<file path="src/rtl/alu_pkg.sv">
// Shared ALU operation encoding, FSM states and widths for the execute-stage ALU.
package alu_pkg;

    localparam int unsigned SHAMT_W = 5;

    typedef enum logic [3:0] {
        OP_AND = 4'b0000,
        OP_XOR = 4'b0001,
        OP_ADD = 4'b0010,
        OP_OR  = 4'b0011,
        OP_SLL = 4'b0100,
        OP_SRL = 4'b0101,
        OP_SUB = 4'b0110,
        OP_SRA = 4'b0111,
        OP_EQ  = 4'b1000,
        OP_SLT = 4'b1100
    } alu_op_e;

    typedef enum logic [1:0] {
        ST_IDLE  = 2'd0,
        ST_SHIFT = 2'd1,
        ST_DONE  = 2'd2
    } alu_state_e;

    function automatic logic is_shift(input alu_op_e op);
        return (op == OP_SLL) || (op == OP_SRL) || (op == OP_SRA);
    endfunction

endpackage

</file>
<file path="src/rtl/alu_iter_shifter.sv">
// Iterative shifter: moves up to SHIFT_STEP bits per cycle until the loaded amount is consumed.
module alu_iter_shifter
    import alu_pkg::*;
#(
    parameter int unsigned XLEN       = 32,
    parameter int unsigned SHIFT_STEP = 1
) (
    input  logic               clk,
    input  logic               rst_n,
    input  logic               start,
    input  alu_op_e            op,
    input  logic [XLEN-1:0]    data,
    input  logic [SHAMT_W-1:0] shamt,
    output logic               done_c,
    output logic [XLEN-1:0]    next_c
);

    localparam logic [SHAMT_W-1:0] STEP = SHAMT_W'(SHIFT_STEP);

    logic               busy;
    alu_op_e            kind;
    logic [XLEN-1:0]    work;
    logic [SHAMT_W-1:0] remaining;
    logic [SHAMT_W-1:0] step_c;

    // Final partial step uses whatever is left so the total never overshoots shamt.
    always_comb begin
        step_c = (remaining < STEP) ? remaining : STEP;
        next_c = work;
        case (kind)
            OP_SLL:  next_c = work << step_c;
            OP_SRL:  next_c = work >> step_c;
            OP_SRA:  next_c = $signed(work) >>> step_c;
            default: next_c = work;
        endcase
    end

    assign done_c = busy && (remaining <= STEP);

    always_ff @(posedge clk) begin
        if (!rst_n) begin
            busy      <= 1'b0;
            kind      <= OP_AND;
            work      <= '0;
            remaining <= '0;
        end else if (start) begin
            busy      <= 1'b1;
            kind      <= op;
            work      <= data;
            remaining <= shamt;
        end else if (busy) begin
            work      <= next_c;
            remaining <= remaining - step_c;
            busy      <= !done_c;
        end
    end

endmodule

</file>
<file path="src/rtl/alu_multicycle.sv">
// Execute-stage ALU: single-cycle logic/arith/compare ops, iterative shifts, valid/ready on both sides.
module alu_multicycle
    import alu_pkg::*;
#(
    parameter int unsigned XLEN       = 32,
    parameter int unsigned SHIFT_STEP = 1
) (
    input  logic            clk,
    input  logic            rst_n,
    input  logic            in_valid,
    output logic            in_ready,
    input  logic [3:0]      Operation,
    input  logic [XLEN-1:0] SrcA,
    input  logic [XLEN-1:0] SrcB,
    output logic            out_valid,
    input  logic            out_ready,
    output logic [XLEN-1:0] ALUResult,
    output logic            Zero
);

    alu_state_e         state;
    alu_op_e            op;
    logic [SHAMT_W-1:0] shamt;
    logic               accept;
    logic               shift_long;
    logic [XLEN-1:0]    alu_c;
    logic               shift_done_c;
    logic [XLEN-1:0]    shift_next_c;

    assign op         = alu_op_e'(Operation);
    assign shamt      = SrcB[SHAMT_W-1:0];
    assign in_ready   = (state == ST_IDLE) || ((state == ST_DONE) && out_ready);
    assign accept     = in_valid && in_ready;
    assign shift_long = is_shift(op) && (shamt != '0);

    // Single-cycle result; a zero-amount shift simply passes SrcA through.
    always_comb begin
        alu_c = '0;
        case (op)
            OP_AND:  alu_c = SrcA & SrcB;
            OP_XOR:  alu_c = SrcA ^ SrcB;
            OP_ADD:  alu_c = SrcA + SrcB;
            OP_OR:   alu_c = SrcA | SrcB;
            OP_SUB:  alu_c = SrcA - SrcB;
            OP_SLL,
            OP_SRL,
            OP_SRA:  alu_c = SrcA;
            OP_EQ:   alu_c = XLEN'(SrcA == SrcB);
            OP_SLT:  alu_c = XLEN'($signed(SrcA) < $signed(SrcB));
            default: alu_c = '0;
        endcase
    end

    alu_iter_shifter #(
        .XLEN       (XLEN),
        .SHIFT_STEP (SHIFT_STEP)
    ) u_shifter (
        .clk    (clk),
        .rst_n  (rst_n),
        .start  (accept && shift_long),
        .op     (op),
        .data   (SrcA),
        .shamt  (shamt),
        .done_c (shift_done_c),
        .next_c (shift_next_c)
    );

    // A new accept overrides the DONE->IDLE drain so back-to-back ops have no bubble.
    always_ff @(posedge clk) begin
        if (!rst_n) begin
            state     <= ST_IDLE;
            out_valid <= 1'b0;
            ALUResult <= '0;
            Zero      <= 1'b1;
        end else begin
            case (state)
                ST_SHIFT: begin
                    if (shift_done_c) begin
                        state     <= ST_DONE;
                        out_valid <= 1'b1;
                        ALUResult <= shift_next_c;
                        Zero      <= (shift_next_c == '0);
                    end
                end
                ST_DONE: begin
                    if (out_ready) begin
                        state     <= ST_IDLE;
                        out_valid <= 1'b0;
                    end
                end
                default: ;
            endcase
            if (accept) begin
                if (shift_long) begin
                    state     <= ST_SHIFT;
                    out_valid <= 1'b0;
                end else begin
                    state     <= ST_DONE;
                    out_valid <= 1'b1;
                    ALUResult <= alu_c;
                    Zero      <= (alu_c == '0);
                end
            end
        end
    end

endmodule

</file>
<file path="config.mk">
export PLATFORM = sky130hd
export DESIGN_NAME = alu_multicycle
export DESIGN_NICKNAME = d
export VERILOG_FILES = /design/src/rtl/alu_pkg.sv /design/src/rtl/alu_iter_shifter.sv /design/src/rtl/alu_multicycle.sv
export SDC_FILE = /design/constraint.sdc
export NUM_CORES = 1
export LEC_CHECK = 0
export ABC_AREA = 1
export CAP_MARGIN = 20
export CORE_ASPECT_RATIO = 1.75
export CORE_MARGIN = 8
export CORE_UTILIZATION = 40
export CTS_BUF_LIST = sky130_fd_sc_hd__clkbuf_16
export DETAILED_ROUTE_END_ITERATION = 8
export GPL_ROUTABILITY_DRIVEN = 0
export SLEW_MARGIN = 10
export SYNTH_ARGS = -nofsm -noshare
export SYNTH_HDL_FRONTEND = slang
export SYNTH_SLANG_ARGS = --single-unit
</file>
<file path="constraint.sdc">
create_clock -name clk -period 2.8 [get_ports clk]
set_input_delay 0.56 -clock clk [delete_from_list [all_inputs] [get_ports clk]]
set_output_delay 0.56 -clock clk [all_outputs]
set_load 0.005 [all_outputs]
</file>
==> run summary, run 1 <==
The CTS sink count was 77. The total die area is 0.0337 mm². The run gives 0 as the post-cts hold buffer count. In the routed layout, each cell is associated on average with a via count of 5.34. In the final design database the tool counted 2626 nets. The critical path is of the in2reg type.

The tools report the clock tree root driver cell as sky130_fd_sc_hd__clkbuf_16. The vertical extent of the die works out to 237 µm. For this block, the routed nets add up to 51400 µm of wire.

The tools report the all-layer global routing usage as 29.7%. Of the total synthesized cell area, the portion taken by XOR and XNOR cells is 0.235%. The number of clock buffers added by TritonCTS is 9.

The simple-gate share of the synthesized area was 40.8%. The initial utilization of the core area, before any placement, comes to 40.3%. The floorplan step defined a core boundary enclosing 0.0277 mm². The number of global-route vias before repair is 14558, and the clock latency at the later pin of the worst-skew pair is 0.36 ns. Summing the areas of all compound-gate instances in the mapped netlist gives 17.0% of the synthesized area. Summing all placed instances gives a cell area of 0.0151 mm². In this run the number of H-tree levels came out at 3.

The run gives 77400 µm as the first-pass GRT wire length. Total placed cells including tap cells: 2805. The portion of synthesized area spent on multiplexers is 0%. The tools report the number of antenna violations at the first check in global routing as 1.

In the final timing run, aggregate negative setup slack is 0 ns. Once detailed placement completed, the half-perimeter wirelength came to 42000 µm. The detailed-route DRC error count was 0; the power density relative to cell area was 323 mW/mm². The data arrival time of the critical path was 3.07 ns.

In this run the worst path has a maximum fanout of 4. Worst slew margin relative to its limit: 55.3%. TritonCTS built the clock tree. The number of standard cells after synthesis came out at 2040.

Across the routed clock network, the largest skew measured is 0.00833 ns. The required time of the critical path is 3.10 ns. After layout, the worst setup slack is 0.0344 ns. The number of nets in the synthesized netlist is 2214.

The total iterations of the first detailed-routing run was 5. STA classifies the critical path startpoint as an input port. At the pin with the least slew margin, the transition time is 0.663 ns. The logs give 0 for the total grt overflow and 15131 for the total vias in the final route.

In this run the horizontal extent of the chip is 142 µm. The run finished with clean final reports. Summing the areas of all fa, ha and maj instances in the mapped netlist gives 11.6% of the synthesized area. The minimum clock period was 2.77 ns. In the layout the commonest cells are 546 x sky130_fd_sc_hd__nand2_1, 359 x sky130_fd_sc_hd__buf_4, 328 x sky130_fd_sc_hd__inv_1. The global routing usage on met1 was 32.3%. Synthesis warning total: 0.

After global routing, the most crowded layer is met2. The element type at the critical path end is a register. The overall power came out at 5.42 mW. The run gives 0.462 ns as the worst hold-check slack. The min-delay analysis places its worst path in the category reg2reg. The tools report the total setup violations reported at the end of the flow as 0. Before CTS, the worst setup slack after placement is -0.825 ns. Setup repair after global routing could not meet its margin everywhere. The number of slew-limit violations in the final report was 0; the fraction of the core area covered by cells at the end of the flow was 60.7%. The post-synthesis average cell area is 5.47 µm², and the number of DRC markers in iteration 0 is 1164.

Number of synthesized register bits: 77. The I/O pin count was 107; the maximum number of pins on one net before global-route repair was 62. The largest family of logic cells by synthesized area was simple AND/OR/NAND/NOR gates. In this run the remaining antenna-violating nets after routing total 0. The post-route netlist has 27.8% of its cells at a drive strength greater than 1. For the max-cap violation count, the log shows 0.

In the final routed layout, each cell accounts on average for 18.2 µm. Summed over all cells, the static leakage comes to 8.77 nW. Leaving out filler cells and counting taps, the final layout contains 2831. VDD sags by at most 0.340 mV.

The most common library cell in the layout ignoring fill and taps is sky130_fd_sc_hd__nand2_1. The maximum count of clock buffers along a single path is 2, and the clock transition at the registers of the reported paths is 0.06 ns. In this run the core area contains 81 standard-cell rows.

The global routing met2 resource utilization was 51.2%; the final-report hold violation count was 0. Port buffering added 106 buffers. The synthesized netlist occupies a cell area of 0.0112 mm².

After synthesis, flip-flops and latches occupy 13.8% of the total area. The total non-filler cell area in the finished layout was 0.0168 mm²; the ratio of final minimum period to clock period was 98.8%. The layout overhead on the synthesized area is 50.5%, and the highest achievable clock rate is 362 MHz. For this run, global-route usage on met3 was measured as 4.36%. In this run, distinct cell masters in the synthesized netlist total 45.
synthesized netlist by cell type:
library cell                count  area [µm²]
sky130_fd_sc_hd__a21oi_1       91         455
sky130_fd_sc_hd__or2_2          7        43.8
sky130_fd_sc_hd__a41oi_1        1        8.76
sky130_fd_sc_hd__o22ai_1       18         113
sky130_fd_sc_hd__xor2_1         3        26.3
sky130_fd_sc_hd__ha_1         100        1250
sky130_fd_sc_hd__clkbuf_2       2        10.0
sky130_fd_sc_hd__and2_1         2        12.5
sky130_fd_sc_hd__nand3_2        2        20.0
sky130_fd_sc_hd__clkinv_1       5        18.8
sky130_fd_sc_hd__nor2_2         8        50.1
sky130_fd_sc_hd__a31o_2         2        17.5
sky130_fd_sc_hd__nand2_1      617        2320
sky130_fd_sc_hd__a221oi_1      23         201
sky130_fd_sc_hd__a32oi_1        1        8.76
sky130_fd_sc_hd__nand4_1       16         100
sky130_fd_sc_hd__nor3_1        24         120
sky130_fd_sc_hd__nand2_2        5        31.3
sky130_fd_sc_hd__dfxtp_1       77        1540
sky130_fd_sc_hd__o221ai_1       9        78.8
sky130_fd_sc_hd__nand2_4        2        22.5
sky130_fd_sc_hd__and3_1         1        6.26
sky130_fd_sc_hd__a21o_1         1        7.51
sky130_fd_sc_hd__a211oi_1      22         165
sky130_fd_sc_hd__inv_1        362        1360
sky130_fd_sc_hd__o21ai_1        1        5.00
sky130_fd_sc_hd__buf_2         42         210
sky130_fd_sc_hd__buf_6          6        67.6
sky130_fd_sc_hd__buf_4          7        52.6
sky130_fd_sc_hd__nand3b_1       4        30.0
sky130_fd_sc_hd__a22oi_1        2        15.0
sky130_fd_sc_hd__buf_1          3        11.3
sky130_fd_sc_hd__a31oi_1       11        68.8
sky130_fd_sc_hd__nor3_2         1        10.0
sky130_fd_sc_hd__nor2_4         6        67.6
sky130_fd_sc_hd__o21bai_1       8        60.1
sky130_fd_sc_hd__nor4_1         5        31.3
sky130_fd_sc_hd__nor2_1       232         871
sky130_fd_sc_hd__nand3_1      164         821
sky130_fd_sc_hd__inv_2         11        41.3
sky130_fd_sc_hd__o21ai_0       63         315
sky130_fd_sc_hd__fa_1           2        40.0
sky130_fd_sc_hd__clkbuf_1      21        78.8
sky130_fd_sc_hd__o211ai_1      49         368
sky130_fd_sc_hd__o2111ai_1      1        8.76
path summary, 6_finish.rpt:
path | start | endpoint | slack (ns) | cells past startpoint
worst max-delay path | Operation[2] | Zero | 0.03 | 17
worst min-delay path | u_shifter.kind[3] | u_shifter.kind[3] | 0.46 | 2
worst min register to register | u_shifter.kind[3] | u_shifter.kind[3] | 0.46 | 2
worst max register to register | u_shifter.remaining[2] | Zero | 0.25 | 15
per-layer routing:
layer / up-vias / part of all wire, %
met2: 713 / 48
met5: - / 0
li1: 7299 / -
met3: 224 / 7.0
met1: 6895 / 37
met4: 0 / 8.4
critical path, cell delays in order:
cell and delay (ns):
sky130_fd_sc_hd__clkdlybuf4s50_1 0.53, sky130_fd_sc_hd__nand2_1 0.17, sky130_fd_sc_hd__inv_1 0.06, sky130_fd_sc_hd__nand2_2 0.12, sky130_fd_sc_hd__clkinvlp_4 0.22, sky130_fd_sc_hd__buf_12 0.19
sky130_fd_sc_hd__nand2_1 0.05, sky130_fd_sc_hd__nand3b_1 0.07, sky130_fd_sc_hd__nor2_1 0.11, sky130_fd_sc_hd__nand3_1 0.14, sky130_fd_sc_hd__nor2_1 0.20, sky130_fd_sc_hd__nand3_2 0.12
sky130_fd_sc_hd__nor2_4 0.15, sky130_fd_sc_hd__nand3_2 0.11, sky130_fd_sc_hd__nor2_4 0.13, sky130_fd_sc_hd__nand3_1 0.08, sky130_fd_sc_hd__nand2_1 0.05
power by group:
| part | switching, mW | internal, mW |
|---|---|---|
| combinational | 1.64 | 1.22 |
| sequential | 0.0454 | 1.15 |
| clock | 0.494 | 0.866 |
| total | 2.18 | 3.24 |
registers in the layout, indices dropped and copies added, names as in the netlist:
| signal | flops |
|---|---|
| ALUResult | 32 |
| Zero | 1 |
| out_valid | 1 |
| state | 1 |
| u_shifter.busy | 1 |
| u_shifter.kind | 4 |
| u_shifter.remaining | 5 |
| u_shifter.work | 32 |
cell families (layout without fill, tap and decap cells):
group,count (synthesis),after routing
other cells,0,1
buf+inv,459,876
simple gates,1096,1096
xor+xnor,3,3
compound gates,303,303
fa+ha+maj,102,102
flops,77,77
what timing repair did:
action / 4_1_cts / 5_1_grt
hold endpoints to repair: 0 / 0
gates cloned: 0 / 0
resized for setup: 92 / 267
endpoints found under the setup margin: 25 / 63
setup buffers: 1 / 8
pin swaps: 3 / 69
area by class of cell:
class / count / area, µm²
well taps: 373 / 467
clock inverters: 7 / 114
repair buffers: 482 / 4100
fillers: 2683 / 10900
multi-input cells: 1504 / 8920
diodes: 1 / 2.50
flip-flops and latches: 77 / 1540
clock buffers: 9 / 225
inverters: 378 / 1420
(Power assumes the default switching activity.)
==> run 2, diff against run 1 <==
--- a/config.mk
+++ b/config.mk
@@ -5,7 +5,6 @@
 export SDC_FILE = /design/constraint.sdc
 export NUM_CORES = 1
 export LEC_CHECK = 0
-export ABC_AREA = 1
 export CAP_MARGIN = 20
 export CORE_ASPECT_RATIO = 1.75
 export CORE_MARGIN = 8
@@ -13,6 +12,7 @@
 export CTS_BUF_LIST = sky130_fd_sc_hd__clkbuf_16
 export DETAILED_ROUTE_END_ITERATION = 8
 export GPL_ROUTABILITY_DRIVEN = 0
+export PLACE_DENSITY = 0.67
 export SLEW_MARGIN = 10
 export SYNTH_ARGS = -nofsm -noshare
 export SYNTH_HDL_FRONTEND = slang
==> run 2 against run 1 <==
- the flow now finishes with violations (negative setup slack)
- sequential cell count stayed put
- sequential power is 4% higher
- hold slack better by 0.028 ns
- synthesized cell count is 32% lower
- sequential share of layout area is 0.063 points lower
- critical path type unchanged
- highest routed layer unchanged
==> run summary, run 2 <==
The flow ran to the end, but the final reports show violations. The checks that failed: negative setup slack. The startpoint class of the critical path is an input port (unchanged). The I/O pin count was 107 (unchanged); the depth of the CTS H-tree was 3 (unchanged). The number of synthesized register bits came out at 77 (unchanged). Post-detailed-route count of antenna-violating nets: 0 (unchanged). The source of the worst hold timing path is u_shifter.kind[1] (was u_shifter.kind[3]). The post-synthesis average cell area was 7.15 µm² (was 5.47 µm²); the largest driver fanout on the critical path was 3 (was 4). The largest family of logic cells by synthesized area was compound AO/OA/AOI/OAI gates (was simple AND/OR/NAND/NOR gates). The required time of the critical path was 3.08 ns (was 3.10 ns); the average detailed-routed wire length per instance was 23.5 µm (was 18.2 µm). For the final wirelength, the log shows 52400 µm (was 51400 µm). The logs give 0.0304 mm² (was 0.0337 mm²) for the total die area and 30.1% (was 29.7%) for the all-layer global routing usage. The total placed cells including tap cells is 2144 (was 2805). The tools report the clock tree root driver cell as sky130_fd_sc_hd__clkbuf_16 (unchanged).

The peak ir drop on the vdd network is 0.317 mV (was 0.340 mV), and the critical path's largest stage delay is 0.60 ns (was 0.53 ns). The tools report the worst clock skew on the final layout as 0.00903 ns (was 0.00833 ns). The area fraction of the dominant cell type after synthesis was 15.5% (was 20.8%). Top cell types by occurrence after synthesis: 137 x sky130_fd_sc_hd__nand2_1, 126 x sky130_fd_sc_hd__nor2_1, 118 x sky130_fd_sc_hd__a21oi_1, 100 x sky130_fd_sc_hd__ha_1, 97 x sky130_fd_sc_hd__inv_1 (was 617 x sky130_fd_sc_hd__nand2_1, 362 x sky130_fd_sc_hd__inv_1, 232 x sky130_fd_sc_hd__nor2_1, 164 x sky130_fd_sc_hd__nand3_1, 100 x sky130_fd_sc_hd__ha_1).

The synthesized-area fraction occupied by ao, oa, aoi and oai cells came out at 34.5% (was 17.0%). The adder-cell share of the synthesized area works out to 13.0% (was 11.6%). The setup slack on the worst flop-to-flop path came out at -0.16 ns (was 0.25 ns). The leading cell type by number of instances after synthesis was sky130_fd_sc_hd__nand2_1 (unchanged). Setup repair after global routing could not meet its margin everywhere. The clock latency at the later pin of the worst-skew pair was 0.34 ns (was 0.36 ns).

Most frequent cell on the critical path: sky130_fd_sc_hd__buf_4 (was sky130_fd_sc_hd__nand2_1). The total vias in the final route is 14421 (was 15131). The maximum count of clock buffers along a single path came out at 2 (unchanged).

Regs by FF count: ALUResult x32, u_shifter.work x32, u_shifter.remaining x5 (unchanged). The count of flip-flops with a built-in enable after synthesis works out to 0 (unchanged). The number of standard cells after synthesis is 1392 (was 2040). The clock buffer count from CTS was 9 (unchanged); the depth of the worst register-to-register path was 14 (was 15). For the instance area after placement, the log shows 0.0144 mm² (was 0.0151 mm²).

Launch point of the critical path: SrcB[0] (was Operation[2]). Class of the tightest hold or removal check: reg2reg (unchanged). The number of distinct standard cells referenced by the synthesized netlist is 85 (was 45), and the data arrival time of the critical path is 4.54 ns (was 3.07 ns).

The multiplexer fraction of the synthesized cell area is 6.87% (was 0%). The number of antenna violations at the first check in global routing was 1 (unchanged); the layout overhead on the synthesized area was 69.9% (was 50.5%). The run gives 0 (unchanged) as the detailed-route DRC error count.

The max-cap violation count is 0 (unchanged), and the die span in x is 135 µm (was 142 µm). The minimum clock period was 4.26 ns (was 2.77 ns). For the highest achievable clock rate, the log shows 235 MHz (was 362 MHz). For the area of the mapped netlist, the log shows 0.00996 mm² (was 0.0112 mm²). The proportion of synthesized chip area in sequential cells is 15.5% (was 13.8%). Number of nets in the synthesized netlist: 1566 (was 2214). The vertical extent of the die was 225 µm (was 237 µm); the number of cell rows was 76 (was 81).

The worst slew margin relative to its limit was 37.9% (was 55.3%). Leakage dissipation: 7.99 nW (was 8.77 nW). The post-cts hold buffer count came out at 0 (unchanged).

The run gives 40.6% (was 40.3%) as the initial core utilization. The hold path endpoint is u_shifter.kind[1] (was u_shifter.kind[3]). The fraction of layout cells with a size suffix above 1 is 42.2% (was 27.8%).

The tools report the worst hold-check slack as 0.490 ns (was 0.462 ns). The worst-margin pin slew is 0.923 ns (was 0.663 ns). The post-synthesis cell type with the largest combined area was sky130_fd_sc_hd__dfxtp_1 (was sky130_fd_sc_hd__nand2_1).

The number of port buffers is 106 (unchanged), and the maximum number of pins on one net before global-route repair is 77 (was 62). The share of synthesized flip-flops with an asynchronous set or reset came out at 0% (unchanged). Highest-count cells in the layout ignoring fill and taps: 442 x sky130_fd_sc_hd__buf_4, 133 x sky130_fd_sc_hd__nand2_1, 114 x sky130_fd_sc_hd__nor2_1 (was 546 x sky130_fd_sc_hd__nand2_1, 359 x sky130_fd_sc_hd__buf_4, 328 x sky130_fd_sc_hd__inv_1).

For the number of slew-limit violations in the final report, the log shows 0 (unchanged). The total negative slack came out at -11.16 ns (was 0 ns). CP Cell Sequence: buf_8, buf_4, buf_6, ha_4, inv_2, fa_2, buf_4, buf_4, a31oi_1, o32a_1, nand3_1, nor4_2, buf_4, nand4b_1, nor4bb_4, nand4_1, nor4_2, a41o_1 (was clkdlybuf4s50_1, nand2_1, inv_1, nand2_2, clkinvlp_4, buf_12, nand2_1, nand3b_1, nor2_1, nand3_1, nor2_1, nand3_2, nor2_4, nand3_2, nor2_4, nand3_1, nand2_1). The most common library cell in the layout ignoring fill and taps was sky130_fd_sc_hd__buf_4 (was sky130_fd_sc_hd__nand2_1). The kind of critical path is in2reg (unchanged). Largest cells by area after synthesis: sky130_fd_sc_hd__dfxtp_1 15%, sky130_fd_sc_hd__ha_1 13%, sky130_fd_sc_hd__mux2i_1 6.5%, sky130_fd_sc_hd__o211a_1 6.0%, sky130_fd_sc_hd__a21oi_1 5.9% (was sky130_fd_sc_hd__nand2_1 21%, sky130_fd_sc_hd__dfxtp_1 14%, sky130_fd_sc_hd__inv_1 12%, sky130_fd_sc_hd__ha_1 11%, sky130_fd_sc_hd__nor2_1 7.8%).

The clock transition at the registers of the reported paths works out to 0.06 ns (about the same). For the number of DRC markers in iteration 0, the log shows 1673 (was 1164). The simple-gate share of the synthesized area works out to 22.1% (was 40.8%). The run gives 0 (unchanged) as the final-report hold violation count. The worst setup slack after layout came out at -1.46 ns (was 0.0344 ns). The final-stage net count is 2089 (was 2626).

The power density relative to cell area is 347 mW/mm² (was 323 mW/mm²), and the CTS sink count is 77 (unchanged). TritonCTS built the clock tree. The cell count of the worst hold path is 2 (unchanged), and the final instance count without filler cells is 2232 (was 2831). The ratio of final minimum period to clock period is 152% (was 98.8%), and the total grt overflow is 0 (unchanged). The capture point of the worst reg-to-reg path is Zero (unchanged). The total non-filler cell area in the finished layout is 0.0169 mm² (was 0.0168 mm²). Library cell contributing the largest single delay on the critical path: sky130_fd_sc_hd__nor4_2 (was sky130_fd_sc_hd__clkdlybuf4s50_1). The logs give 0 (unchanged) for the synthesis warning total and 35100 µm (was 42000 µm) for the detailed placer's ending HPWL. The via count normalized by instance count was 6.46 (was 5.34). For the first-pass GRT wire length, the log shows 72800 µm (was 77400 µm).

The number of global-route vias before repair is 13993 (was 14558). The most frequently used flop master after synthesis was sky130_fd_sc_hd__dfxtp_1 (unchanged). The run gives 0 (was 1) as the number of antenna cells inserted.

Element type at the critical path end: a register (unchanged). The tools report the source of the worst register-to-register timing path as u_shifter.remaining[2] (unchanged). The tools report the total setup violations reported at the end of the flow as 28 (was 0). The core area was 0.0245 mm² (was 0.0277 mm²).

The tools report the total iterations of the first detailed-routing run as 6 (was 5). The xor-xnor portion of the synthesized cell area works out to 0.440% (was 0.235%).
## run 2: cell count changes after synthesis, moves of 18 or more
cell	change
sky130_fd_sc_hd__nand2_1	-480
sky130_fd_sc_hd__inv_1	-265
sky130_fd_sc_hd__nand3_1	-144
sky130_fd_sc_hd__nor2_1	-106
sky130_fd_sc_hd__mux2i_1	+65
sky130_fd_sc_hd__clkbuf_1	+60
sky130_fd_sc_hd__o211a_1	+60
sky130_fd_sc_hd__o211ai_1	-34
sky130_fd_sc_hd__buf_2	-31
sky130_fd_sc_hd__nor4_1	+28
sky130_fd_sc_hd__a21oi_1	+27
sky130_fd_sc_hd__o22ai_1	+22
sky130_fd_sc_hd__nor2b_1	+18
## run 2: power breakdown
part           switching, mW  leakage, nW  internal (mW)  total (mW)
Sequential            0.0768        0.631           1.18        1.25
Combinational           1.72         7.20           1.62        3.34
Clock                  0.491        0.158          0.785        1.28
## run 2: logic make-up (layout without fill, tap and decap cells)
family          Yosys count  in the layout
compound gates          487            487
xor+xnor                  5              5
fa+ha+maj               102            102
buf+inv                 197            725
flops                    77             77
mux                      68             68
simple gates            456            456
## run 2: layout make-up
cell class | count | area, µm²
Clock buffer | 9 | 225
Clock inverter | 7 | 97.6
Fill cell | 1800 | 7610
Inverter | 98 | 385
Multi-Input combinational cell | 1118 | 9220
Sequential cell | 77 | 1540
Tap cell | 312 | 390
Timing Repair Buffer | 611 | 5060
## run 2: worst max-delay path, delay by kind of cell
family,cells,cell delay (ns)
simple gates,6,1.69
compound gates,3,0.99
buf+inv,7,0.81
fa+ha+maj,2,0.47
## run 2: how the worst max path moves through the flow
stage | end | slack, ns | cells past startpoint
global route | Zero | -1.50 | 18
floorplan | Zero | -0.83 | 15
global placement | Zero | -1.87 | 17
CTS | Zero | -0.93 | 16
detailed placement | Zero | -1.98 | 15
finish | Zero | -1.46 | 18
## run 2: timing repair
action,in CTS,in global routing
setup endpoints to repair,30,27
buffers inserted,49,31
pin swaps,76,82
gates resized for setup,371,159
## run 2: layer usage
layer	GRT usage [%]	up-vias	wire, µm
met5	0	-	0
met4	25.2	0	5370
met3	5.12	478	5240
met2	52.5	1143	24600
met1	30.5	6594	17100
li1	-	6206	-
## run 2: metrics by stage
step                utilization, %  setup WS [ns]  total power [mW]
floorplan                        -         -0.833              2.45
global placement              58.7          -1.87              3.77
detailed placement            58.7          -1.98              3.82
CTS                           65.9         -0.928              5.45
global route                  69.0          -1.50              6.08
finish                        69.0          -1.46              5.87
